==> config.mk <==
export PLATFORM = sky130hd
export DESIGN_NAME = intc_ctrl
export DESIGN_NICKNAME = d
export VERILOG_FILES = /design/src/rtl/intc_ctrl.sv
export SDC_FILE = /design/constraint.sdc
export NUM_CORES = 1
export LEC_CHECK = 0
export BUFFER_PORTS_ARGS = -buffer_cell sky130_fd_sc_hd__buf_2
export CAP_MARGIN = 20
export CORE_MARGIN = 10
export CORE_UTILIZATION = 41
export DETAILED_ROUTE_END_ITERATION = 6
export GPL_ROUTABILITY_DRIVEN = 0
export PLACE_DENSITY = 0.68
export SLEW_MARGIN = 20
export SYNTH_ARGS = -nofsm -noshare
export SYNTH_HDL_FRONTEND = slang
export SYNTH_SLANG_ARGS = --single-unit
==> constraint.sdc <==
create_clock -name clk -period 3 [get_ports clk]
set_input_delay 0.45 -clock clk [delete_from_list [all_inputs] [get_ports clk]]
set_output_delay 0.45 -clock clk [all_outputs]
set_load 0.005 [all_outputs]
==> src/rtl/intc_ctrl.sv <==
`default_nettype none
// ============================================================================
// Module   : intc_ctrl
// Purpose  : Prioritised interrupt controller with up to 8 sources.
//            Sources can be level or edge sensitive. Lower index means higher
//            priority. A request/ack/EOI handshake runs with the core.
// Revision : 1.0 - initial release
// ============================================================================
module intc_ctrl #(
  parameter int NSRC = 8
) (
  input  logic            clk,
  input  logic            rst,
  input  logic [NSRC-1:0] irq_src,
  output logic            irq,
  input  logic            irq_ack,
  input  logic            spr_we,
  input  logic [2:0]      spr_sel,
  input  logic [31:0]     spr_wdata,
  output logic [31:0]     spr_rdata
);

  localparam logic [2:0] SEL_PEND  = 3'd0;
  localparam logic [2:0] SEL_MASK  = 3'd1;
  localparam logic [2:0] SEL_EDGE  = 3'd2;
  localparam logic [2:0] SEL_CAUSE = 3'd3;
  localparam logic [2:0] SEL_EOI   = 3'd4;

  localparam logic [31:0] CAUSE_SPURIOUS = 32'h0000_00FF;

  typedef enum logic [1:0] {
    ST_IDLE    = 2'd0,
    ST_REQ     = 2'd1,
    ST_SERVICE = 2'd2
  } state_t;

  state_t          state;
  state_t          state_nxt;
  logic [NSRC-1:0] s1;
  logic [NSRC-1:0] s2;
  logic [NSRC-1:0] s3;
  logic [NSRC-1:0] pending;
  logic [NSRC-1:0] pending_nxt;
  logic [NSRC-1:0] mask_reg;
  logic [NSRC-1:0] mask_nxt;
  logic [NSRC-1:0] edge_reg;
  logic [NSRC-1:0] edge_nxt;
  logic [NSRC-1:0] active;
  logic [NSRC-1:0] win_onehot;
  logic [NSRC-1:0] ack_clr;
  logic [NSRC-1:0] rise;
  logic [NSRC-1:0] w1c;
  logic [NSRC-1:0] edge_hold;
  logic [2:0]      win_id;
  logic            win_hit;
  logic            take;
  logic [31:0]     cause;
  logic [31:0]     cause_nxt;
  logic            wr_pend;
  logic            wr_mask;
  logic            wr_edge;
  logic            wr_eoi;
  logic            wdata_unused;

  assign wr_pend = spr_we && (spr_sel == SEL_PEND);
  assign wr_mask = spr_we && (spr_sel == SEL_MASK);
  assign wr_edge = spr_we && (spr_sel == SEL_EDGE);
  assign wr_eoi  = spr_we && (spr_sel == SEL_EOI);

  // Upper write-data bits only matter when NSRC < 32; nothing stores them.
  assign wdata_unused = &{1'b0, spr_wdata[31:NSRC]};

  assign mask_nxt = wr_mask ? spr_wdata[NSRC-1:0] : mask_reg;
  assign edge_nxt = wr_edge ? spr_wdata[NSRC-1:0] : edge_reg;

  // The mask is taken write-through so that a MASK write in the ack cycle
  // can withdraw the request and produce a spurious cause.
  assign active = pending & mask_nxt;

  // Select the lowest-indexed active source (highest priority).
  always_comb begin
    win_hit    = 1'b0;
    win_id     = 3'd0;
    win_onehot = '0;
    for (int i = 0; i < NSRC; i++) begin
      if (active[i] && !win_hit) begin
        win_hit       = 1'b1;
        win_id        = 3'(i);
        win_onehot[i] = 1'b1;
      end
    end
  end

  // Request/service handshake: next state and cause register value.
  always_comb begin
    state_nxt = state;
    cause_nxt = cause;
    take      = 1'b0;
    case (state)
      ST_IDLE: begin
        if (win_hit) state_nxt = ST_REQ;
      end
      ST_REQ: begin
        if (irq_ack) begin
          state_nxt = ST_SERVICE;
          take      = win_hit;
          cause_nxt = win_hit ? {1'b1, 28'b0, win_id} : CAUSE_SPURIOUS;
        end else if (!win_hit) begin
          state_nxt = ST_IDLE;
        end
      end
      ST_SERVICE: begin
        if (wr_eoi) begin
          state_nxt     = ST_IDLE;
          cause_nxt[31] = 1'b0;
        end
      end
      default: state_nxt = ST_IDLE;
    endcase
  end

  // Pending update: edge bits latch rises (set beats any clear), level bits
  // track the synchronised input; an edge bit turned off drops its latch.
  always_comb begin
    rise        = edge_reg & s2 & ~s3;
    w1c         = wr_pend ? spr_wdata[NSRC-1:0] : '0;
    ack_clr     = take ? win_onehot : '0;
    edge_hold   = edge_reg & pending & ~w1c & ~ack_clr;
    pending_nxt = (edge_nxt & (edge_hold | rise)) | (~edge_nxt & s2);
  end

  // Source synchroniser chain plus the edge-detect delay stage.
  always_ff @(posedge clk or negedge rst) begin
    if (!rst) begin
      s1 <= '0;
      s2 <= '0;
      s3 <= '0;
    end else begin
      s1 <= irq_src;
      s2 <= s1;
      s3 <= s2;
    end
  end

  // Configuration registers and pending flags.
  always_ff @(posedge clk or negedge rst) begin
    if (!rst) begin
      mask_reg <= '0;
      edge_reg <= '0;
      pending  <= '0;
    end else begin
      mask_reg <= mask_nxt;
      edge_reg <= edge_nxt;
      pending  <= pending_nxt;
    end
  end

  // Handshake state, registered irq and cause.
  always_ff @(posedge clk or negedge rst) begin
    if (!rst) begin
      state <= ST_IDLE;
      irq   <= 1'b0;
      cause <= '0;
    end else begin
      state <= state_nxt;
      irq   <= (state_nxt == ST_REQ);
      cause <= cause_nxt;
    end
  end

  // Register read-back; EOI and reserved selects read as zero.
  always_comb begin
    spr_rdata = 32'h0;
    case (spr_sel)
      SEL_PEND:  spr_rdata = 32'(pending);
      SEL_MASK:  spr_rdata = 32'(mask_reg);
      SEL_EDGE:  spr_rdata = 32'(edge_reg);
      SEL_CAUSE: spr_rdata = cause;
      default:   spr_rdata = 32'h0;
    endcase
  end

endmodule
`default_nettype wire

==> Word level (Yosys, flattened, before mapping) <==
Index checks and enable logic that the tools add are counted.
{ "word_totals": {"mem_count": 0, "in_bits": 47, "rom_bits": 0, "word_cells": 94, "output_inout_bits": 33, "ram_bits": 0, "reg_bits": 83, "latch_bits": 0} }
{ "op_classes": {"order_cmp": 0, "reduce_logical": 23, "n_addsub": 0, "multipliers": 0, "n_mux": 38, "bitwise_logic": 14, "div": 0, "n_shift": 0, "n_eq_ne": 9} }
{ "op_table": {"columns": ["op", "count"], "rows": [
  ["$pmux W32 S4", 1],
  ["$and A8 B8 Y8", 8],
  ["$mux W32", 2],
  ["$mux W8", 4],
  ["$not A8 Y8", 4],
  ["$mux W1", 19],
  ["$or A8 B8 Y8", 2],
  ["$mux W3", 5],
  ["$logic_and A1 B1 Y1", 11],
  ["$mux W2", 5],
  ["$logic_not A1 Y1", 7],
  ["$eq A3 B2 Y1 const B", 2],
  ["$pmux W2 S3", 1],
  ["$eq A2 B1 Y1 const B", 2],
  ["$ne A2 B2 Y1 const B", 2],
  ["$eq A3 B1 Y1 const B", 1],
  ["$eq A3 B3 Y1 const B", 1],
  ["$logic_not A3 Y1", 1],
  ["$reduce_and A3 Y1", 1],
  ["$eq A2 B2 Y1 const B", 1],
  ["$logic_not A2 Y1", 1],
  ["$pmux W1 S2", 1],
  ["$reduce_and A2 Y1", 1],
  ["$reduce_bool A2 Y1", 1]
]} }

==> Depth between registers and ports, before layout <==
Gate-level depths: netlist of the first run.
{ "depth": {"ltp_word": 34, "ltp_mapped": 8, "depth_no_buf": 5} }

==> Least setup slack after synthesis of the first run <==
OpenSTA, ideal clock, no wires.
{ "synth_timing": {"kind": "input to register", "start": "in spr_sel[0]", "end": "reg cause[0]", "t_arrival_ps": 1982, "stages": 6, "setup_ps": 122, "t_required_ps": 2878, "slack_ps": 897, "n_path_buf": 2, "cell_sequence": "buf_4 -> and4bb_4 -> buf_8 -> mux2_2 -> or4_1 -> a32o_1"} }
{ "synth_via": {"elab_chain_len": 27, "word_cells_on_any_way": 34, "classes_between": "eq/ne: 1; mux: 17; bitwise: 1; reduce/logical: 15"} }
{ "synth_lines": {"columns": ["item", "line_no", "source"], "rows": [
  ["start, declared", "18", "input logic [2:0] spr_sel,"],
  ["$eq A3 B1 Y1 *", "66", "assign wr_mask = spr_we && (spr_sel == SEL_MASK);"],
  ["$logic_and A1 B1 Y1 *", "66", null],
  ["$mux W8 *", "73", "assign mask_nxt = wr_mask ? spr_wdata[NSRC-1:0] : mask_reg;"],
  ["$and A8 B8 Y8 *", "78", "assign active = pending & mask_nxt;"],
  ["$mux W1", "86", "if (active[i] && !win_hit) begin"],
  ["$logic_not A1 Y1", "86", null],
  ["$logic_and A1 B1 Y1", "86", null],
  ["$mux W1", "86", null],
  ["(+11 left out)", null, null],
  ["$mux W1", "86", null],
  ["$logic_not A1 Y1", "86", null],
  ["$logic_and A1 B1 Y1", "86", null],
  ["$mux W1", "86", null],
  ["$logic_not A1 Y1", "86", null],
  ["$logic_and A1 B1 Y1", "86", null],
  ["$mux W3 / $mux W1 (equally long branches)", "86", null],
  ["$mux W32 *", "107", "cause_nxt = win_hit ? {1'b1, 28'b0, win_id} : CAUSE_SPURIOUS;"],
  ["end signal, assigned", "167", "cause <= cause_nxt;"],
  ["end, declared", "57", "logic [31:0] cause;"]
]} }
Mark *: on every way between the ends. The rest lies on a longest branch, timed or not.
A chain may end at the register's enable or synchronous reset.

==> Final worst setup path of the first run <==
Same ends and word-level chain as after synthesis.

==> flow_metrics.env, run 1 <==
export IMPL_holdBufCountCts=0
export IMPL_period_minus_slack_ns=2.249
export IMPL_rr_worst_depth=5
export IMPL_cap_violations=0
export IMPL_p_switching_uw=589.1
export IMPL_port_buffers=32
export IMPL_postCtsSetupRepairBufs=0
export IMPL_arrival_ns=2.46
export IMPL_cts_max_path_buffers=2
export IMPL_drc=0
export IMPL_r2r_end="cause[0]"
export IMPL_fin_util_pct=46.62
export IMPL_cts_resized=0
export IMPL_ant_nets=0
export IMPL_ys_ff_latch=56
export IMPL_rsz0062_at_grt="no"
export IMPL_fin_skew_ns=0.003857
export IMPL_synth_cell_type_count=44
export IMPL_syn_inst=252
export IMPL_cts_tree="done"
export IMPL_synthSimpleGateAreaFrac_pct=13.78
export IMPL_die_area_um2=10360
export IMPL_r2r_slack_ns=1.29
export IMPL_finalCritPeriodShare_pct=74.98
export IMPL_synth_top_family_by_area="compound AO/OA/AOI/OAI gates"
export IMPL_hold_path_class="in -> async"
export IMPL_initial_core_util_pct=42.70
export IMPL_synthMuxAreaShare_pct=10.40
export IMPL_hold_viol_final=0
export IMPL_outcome="completed"
export IMPL_synth_top_cell_area_share_pct=51.09
export IMPL_antenna_found_initial=0
export IMPL_synth_seq_area_share_pct=51.09
export IMPL_powerDensity_nw_per_um2=635.9
export IMPL_yosysWarnings=0
export IMPL_r2r_start="pending[3]"
export IMPL_finalSetupViolations=0
export IMPL_tightest_slew_ns=0.7910
export IMPL_drv_slew=0
export IMPL_clockPowerShare_pct=22.1
export IMPL_p_sw_share_pct=30.94
export IMPL_ys_top_cells_by_area="dfrtp_1 51%, buf_4 6.6%, mux2_2 5.7%"
export IMPL_worst_setup_path_end_kind="register"
export IMPL_drt_wl_total_mm=5.753
export IMPL_dp_hpwl_mm=4.167
export IMPL_async_reset_ff_share_pct=100.0
export IMPL_grt_util_all_layers_pct=11.53
export IMPL_ir_worst_vdd_mv=0.3070
export IMPL_drive_above_1_share_pct=23.26
export IMPL_insertion_delay_ns=0.31
export IMPL_p_leak_nw=1.321
export IMPL_cp_max_fo=21
export IMPL_yosysTopAreaCell="dfrtp_1"
export IMPL_pwr_share_comb_pct=25.3
export IMPL_worstSetupPathType="in -> reg"
export IMPL_grt_pass1_wl_mm=9.487
export IMPL_synthAdderAreaFrac_pct=0
export IMPL_syn_area_um2=2743
export IMPL_numCtsBuffers=5
export IMPL_clkSinkCount=56
export IMPL_drt_wirelength_per_cell_um=15.76
export IMPL_crit_path_start_kind="input pin"
export IMPL_cp_required_ns=3.21
export IMPL_ys_flop_type="dfrtp_1"
export IMPL_internal_power_mw=1.315
export IMPL_vias=1894
export IMPL_synth_most_common_cell="dfrtp_1"
export IMPL_fmax_ghz=0.4446
export IMPL_syn_area_per_cell_um2=10.88
export IMPL_overflow=0
export IMPL_io_pin_count=80
export IMPL_die_w_um=101.8
export IMPL_synth_edf_count=0
export IMPL_cts_htree_levels=2
export IMPL_drt_iter0_markers=93
export IMPL_drt_first_pass_iters=4
export IMPL_core_area_um2=6422
export IMPL_num_rows=29
export IMPL_pwr_share_seq_pct=52.6
export IMPL_path_clk_slew_ns=0.09
export IMPL_nets=334
export IMPL_syn_to_final_growth_pct=9.170
export IMPL_fin_setup_tns_ns=0
export IMPL_grt_max_degree=37
export IMPL_num_antenna_cells=0
export IMPL_synthTopCellsByCount="56 x dfrtp_1, 32 x nand2_1, 24 x buf_4"
export IMPL_root_buffer="clkbuf_8"
export IMPL_synth_xor_area_share_pct=0
export IMPL_synth_compound_area_share_pct=15.10
export IMPL_relSlewSlack_pct=47.27
export IMPL_via_per_inst=5.189
export IMPL_die_h_um=101.8
export IMPL_grt_pass1_vias=1979
area by class of cell:
type | instances | area [um^2]
clock buffer | 8 | 90.09
fill | 611 | 3428
inverter | 10 | 37.54
multi-input combinational | 176 | 1164
sequential | 56 | 1401
tap | 77 | 96.34
timing repair buffer | 38 | 205.2
how the worst max path moves through the flow:
stage	startpoint	endpoint	slack (ns)	depth (start not counted)
finish	spr_sel[0]	cause[0]	0.75	6
CTS	spr_sel[0]	cause[0]	0.76	6
floorplan	spr_sel[0]	cause[0]	0.90	6
global route	spr_sel[0]	cause[0]	0.63	6
global placement	spr_sel[0]	cause[0]	0.42	6
detailed placement	spr_sel[0]	cause[0]	0.42	6
power by group through the flow:
stage	Clock (mW)	Combinational (mW)	Sequential, mW
after detailed placement	0	0.482	1.02
after global placement	0	0.475	1.01
after floorplan	0	0.376	0.988
final	0.421	0.482	1.00
after global routing	0.463	0.549	1.03
after CTS	0.437	0.486	1.00
kinds of logic after synthesis:
family	after synthesis
mux	22
flops	56
other cells	1
compound gates	61
buf+inv	42
simple gates	70
critical path, cell delays in order:
cell      delay (ns)
buf_2           0.32
and4bb_4        0.51
mux2_2          0.25
o211ai_2        0.16
or4_1           0.54
a32o_1          0.22
layer usage:
layer  vias up  part of all wire [%]  global-route usage (%)
li1        926                     -                       -
met1       899                    45                   13.87
met2        64                    47                   19.04
met3         5                   6.8                   3.336
met4         0                  0.87                   4.510
met5         -                     0                       0
layout by cell type, fill, tap and decap left out, types with 5 or more instances in the layout:
master / Yosys / layout
o2bb2ai_1: 5 / 5
nand3_1: 5 / 5
nand2_1: 32 / 32
conb_1: 1 / 23
clkbuf_8: 0 / 6
o21ai_0: 23 / 23
dfrtp_1: 56 / 56
mux2_2: 14 / 14
buf_4: 24 / 6
nor2b_1: 11 / 11
o2111ai_1: 6 / 6
a211oi_1: 12 / 12
inv_1: 10 / 10
buf_2: 1 / 32
through the flow:
step | instance area (um^2) | worst slack [ns] | hold slack, ns | instances | power, mW
floorplan | 2825 | 0.8968 | 0.1544 | 274 | 1.364
global placement | 2904 | 0.4245 | 0.3324 | 357 | 1.485
detailed placement | 2904 | 0.4185 | 0.3347 | 357 | 1.498
CTS | 2994 | 0.7603 | 0.2294 | 365 | 1.923
global route | 2994 | 0.6266 | 0.2237 | 365 | 2.037
finish | 2994 | 0.7506 | 0.2214 | 365 | 1.904
No activity file was read; power rests on OpenSTA's default activity.
==> run 2, diff against run 1 <==
==> constraint.sdc (replaced) <==
create_clock -name clk -period 2.2 [get_ports clk]
set_input_delay 0.33 -clock clk [delete_from_list [all_inputs] [get_ports clk]]
set_output_delay 0.33 -clock clk [all_outputs]
set_load 0.005 [all_outputs]
==> flow_metrics.env, run 2 (synthesis results as in run 1) <==
export IMPL_outcome="completed"
export IMPL_hold_path_class="in -> async"
export IMPL_grt_pass1_wl_mm=9.515
export IMPL_grt_util_all_layers_pct=11.57
export IMPL_dp_hpwl_mm=4.230
export IMPL_die_h_um=101.8
export IMPL_initial_core_util_pct=42.70
export IMPL_die_w_um=101.8
export IMPL_path_delay_family="compound AO/OA/AOI/OAI gates"
export IMPL_fmax_ghz=0.5342
export IMPL_ant_nets=0
export IMPL_hold_viol_final=0
export IMPL_drt_wirelength_per_cell_um=15.79
export IMPL_num_rows=29
export IMPL_overflow=0
export IMPL_rr_worst_depth=6
export IMPL_insertion_delay_ns=0.31
export IMPL_drt_iter0_markers=102
export IMPL_syn_to_final_growth_pct=10.81
export IMPL_io_pin_count=80
export IMPL_period_minus_slack_ns=1.872
export IMPL_path_clk_slew_ns=0.10
export IMPL_drc=0
export IMPL_fin_skew_ns=0.008254
export IMPL_via_per_inst=5.179
export IMPL_holdBufCountCts=0
export IMPL_dp_cells=361
export IMPL_powerDensity_nw_per_um2=863.3
export IMPL_numCtsBuffers=5
export IMPL_cts_tree="done"
export IMPL_max_stage_delay_ns=0.35
export IMPL_cts_max_path_buffers=2
export IMPL_finalSetupViolations=0
export IMPL_path_cells="nand2b_1 > o21ai_0 > a211oi_1 > buf_2"
export IMPL_core_area_um2=6422
export IMPL_drv_slew=0
export IMPL_grt_max_degree=57
export IMPL_antenna_found_initial=0
export IMPL_cp_max_fo=5
export IMPL_r2r_slack_ns=0.57
export IMPL_r2r_start="pending[3]"
export IMPL_final_instance_count_excl_fill=369
export IMPL_nets=338
export IMPL_cp_required_ns=1.87
export IMPL_worstSetupPathType="reg -> out"
export IMPL_crit_path_start_kind="register"
export IMPL_drt_wl_total_mm=5.828
export IMPL_die_area_um2=10360
export IMPL_fin_setup_tns_ns=0
export IMPL_r2r_end="cause[6]"
export IMPL_clkSinkCount=56
export IMPL_rsz0062_at_grt="no"
export IMPL_drive_above_1_share_pct=25.00
export IMPL_cap_violations=0
export IMPL_num_antenna_cells=0
export IMPL_cts_htree_levels=2
export IMPL_worst_setup_path_end_kind="primary output"
export IMPL_crit_buf_inv=1
export IMPL_ir_worst_vdd_mv=0.3485
export IMPL_root_buffer="clkbuf_8"
export IMPL_port_buffers=32
export IMPL_finalCritPeriodShare_pct=85.08
export IMPL_vias=1911
export IMPL_grt_pass1_vias=1975
export IMPL_cts_resized=0
export IMPL_p_leak_nw=1.352
export IMPL_drt_first_pass_iters=4
export IMPL_final_cell_mix="56 x dfrtp_1, 32 x nand2_1, 32 x buf_2, 23 x o21ai_0, 23 x conb_1"
export IMPL_postCtsSetupRepairBufs=0
export IMPL_cpMaxStageDelayCell="dfrtp_1"
export IMPL_arrival_ns=1.54
export IMPL_final_common_cell="dfrtp_1"
export IMPL_fin_util_pct=47.32
-- run 2: layer usage --
metal | track usage [%] | part of all wire, %
met1 | 13.88 | 45
met4 | 3.300 | 1.0
met2 | 19.58 | 48
met5 | 0 | 0
met3 | 3.540 | 5.9
-- run 2: power by group --
part           switching, mW  internal [mW]  leakage [nW]  total [mW]
registers              0.145           1.22         0.666        1.37
clock network          0.333          0.252        0.0510       0.585
logic                  0.346          0.325         0.635       0.670
total                  0.823           1.80          1.35        2.62
-- run 2: worst max path at each step --
| stage | depth (start not counted) | startpoint | to |
|---|---|---|---|
| final | 4 | cause[6] | spr_rdata[6] |
| after global routing | 4 | cause[6] | spr_rdata[6] |
| after CTS | 4 | cause[6] | spr_rdata[6] |
| after detailed placement | 7 | spr_sel[1] | cause[6] |
| after global placement | 7 | spr_sel[1] | cause[6] |
| after floorplan | 6 | spr_sel[0] | cause[0] |
-- run 2: area by class of cell --
| class | count | area [um^2] |
|---|---|---|
| flip-flops and latches | 56 | 1401 |
| well taps | 77 | 96.34 |
| clock inverters | 2 | 10.01 |
| multi-input cells | 176 | 1164 |
| inverters | 10 | 37.54 |
| clock buffers | 6 | 82.58 |
| fillers | 630 | 3383 |
| repair buffers | 42 | 247.7 |
-- run 2: through the flow --
| stage | instance area [um^2] | power (mW) | hold slack, ns | setup slack (ns) |
|---|---|---|---|---|
| final | 3039 | 2.624 | 0.004994 | 0.3281 |
| after global routing | 3039 | 2.799 | 0.01738 | 0.1944 |
| after CTS | 3039 | 2.649 | 0.01185 | 0.3498 |
| after detailed placement | 2947 | 2.065 | 0.3347 | 0.04560 |
| after global placement | 2947 | 2.041 | 0.3322 | 0.07808 |
| after floorplan | 2825 | 1.859 | 0.03441 | 0.2168 |
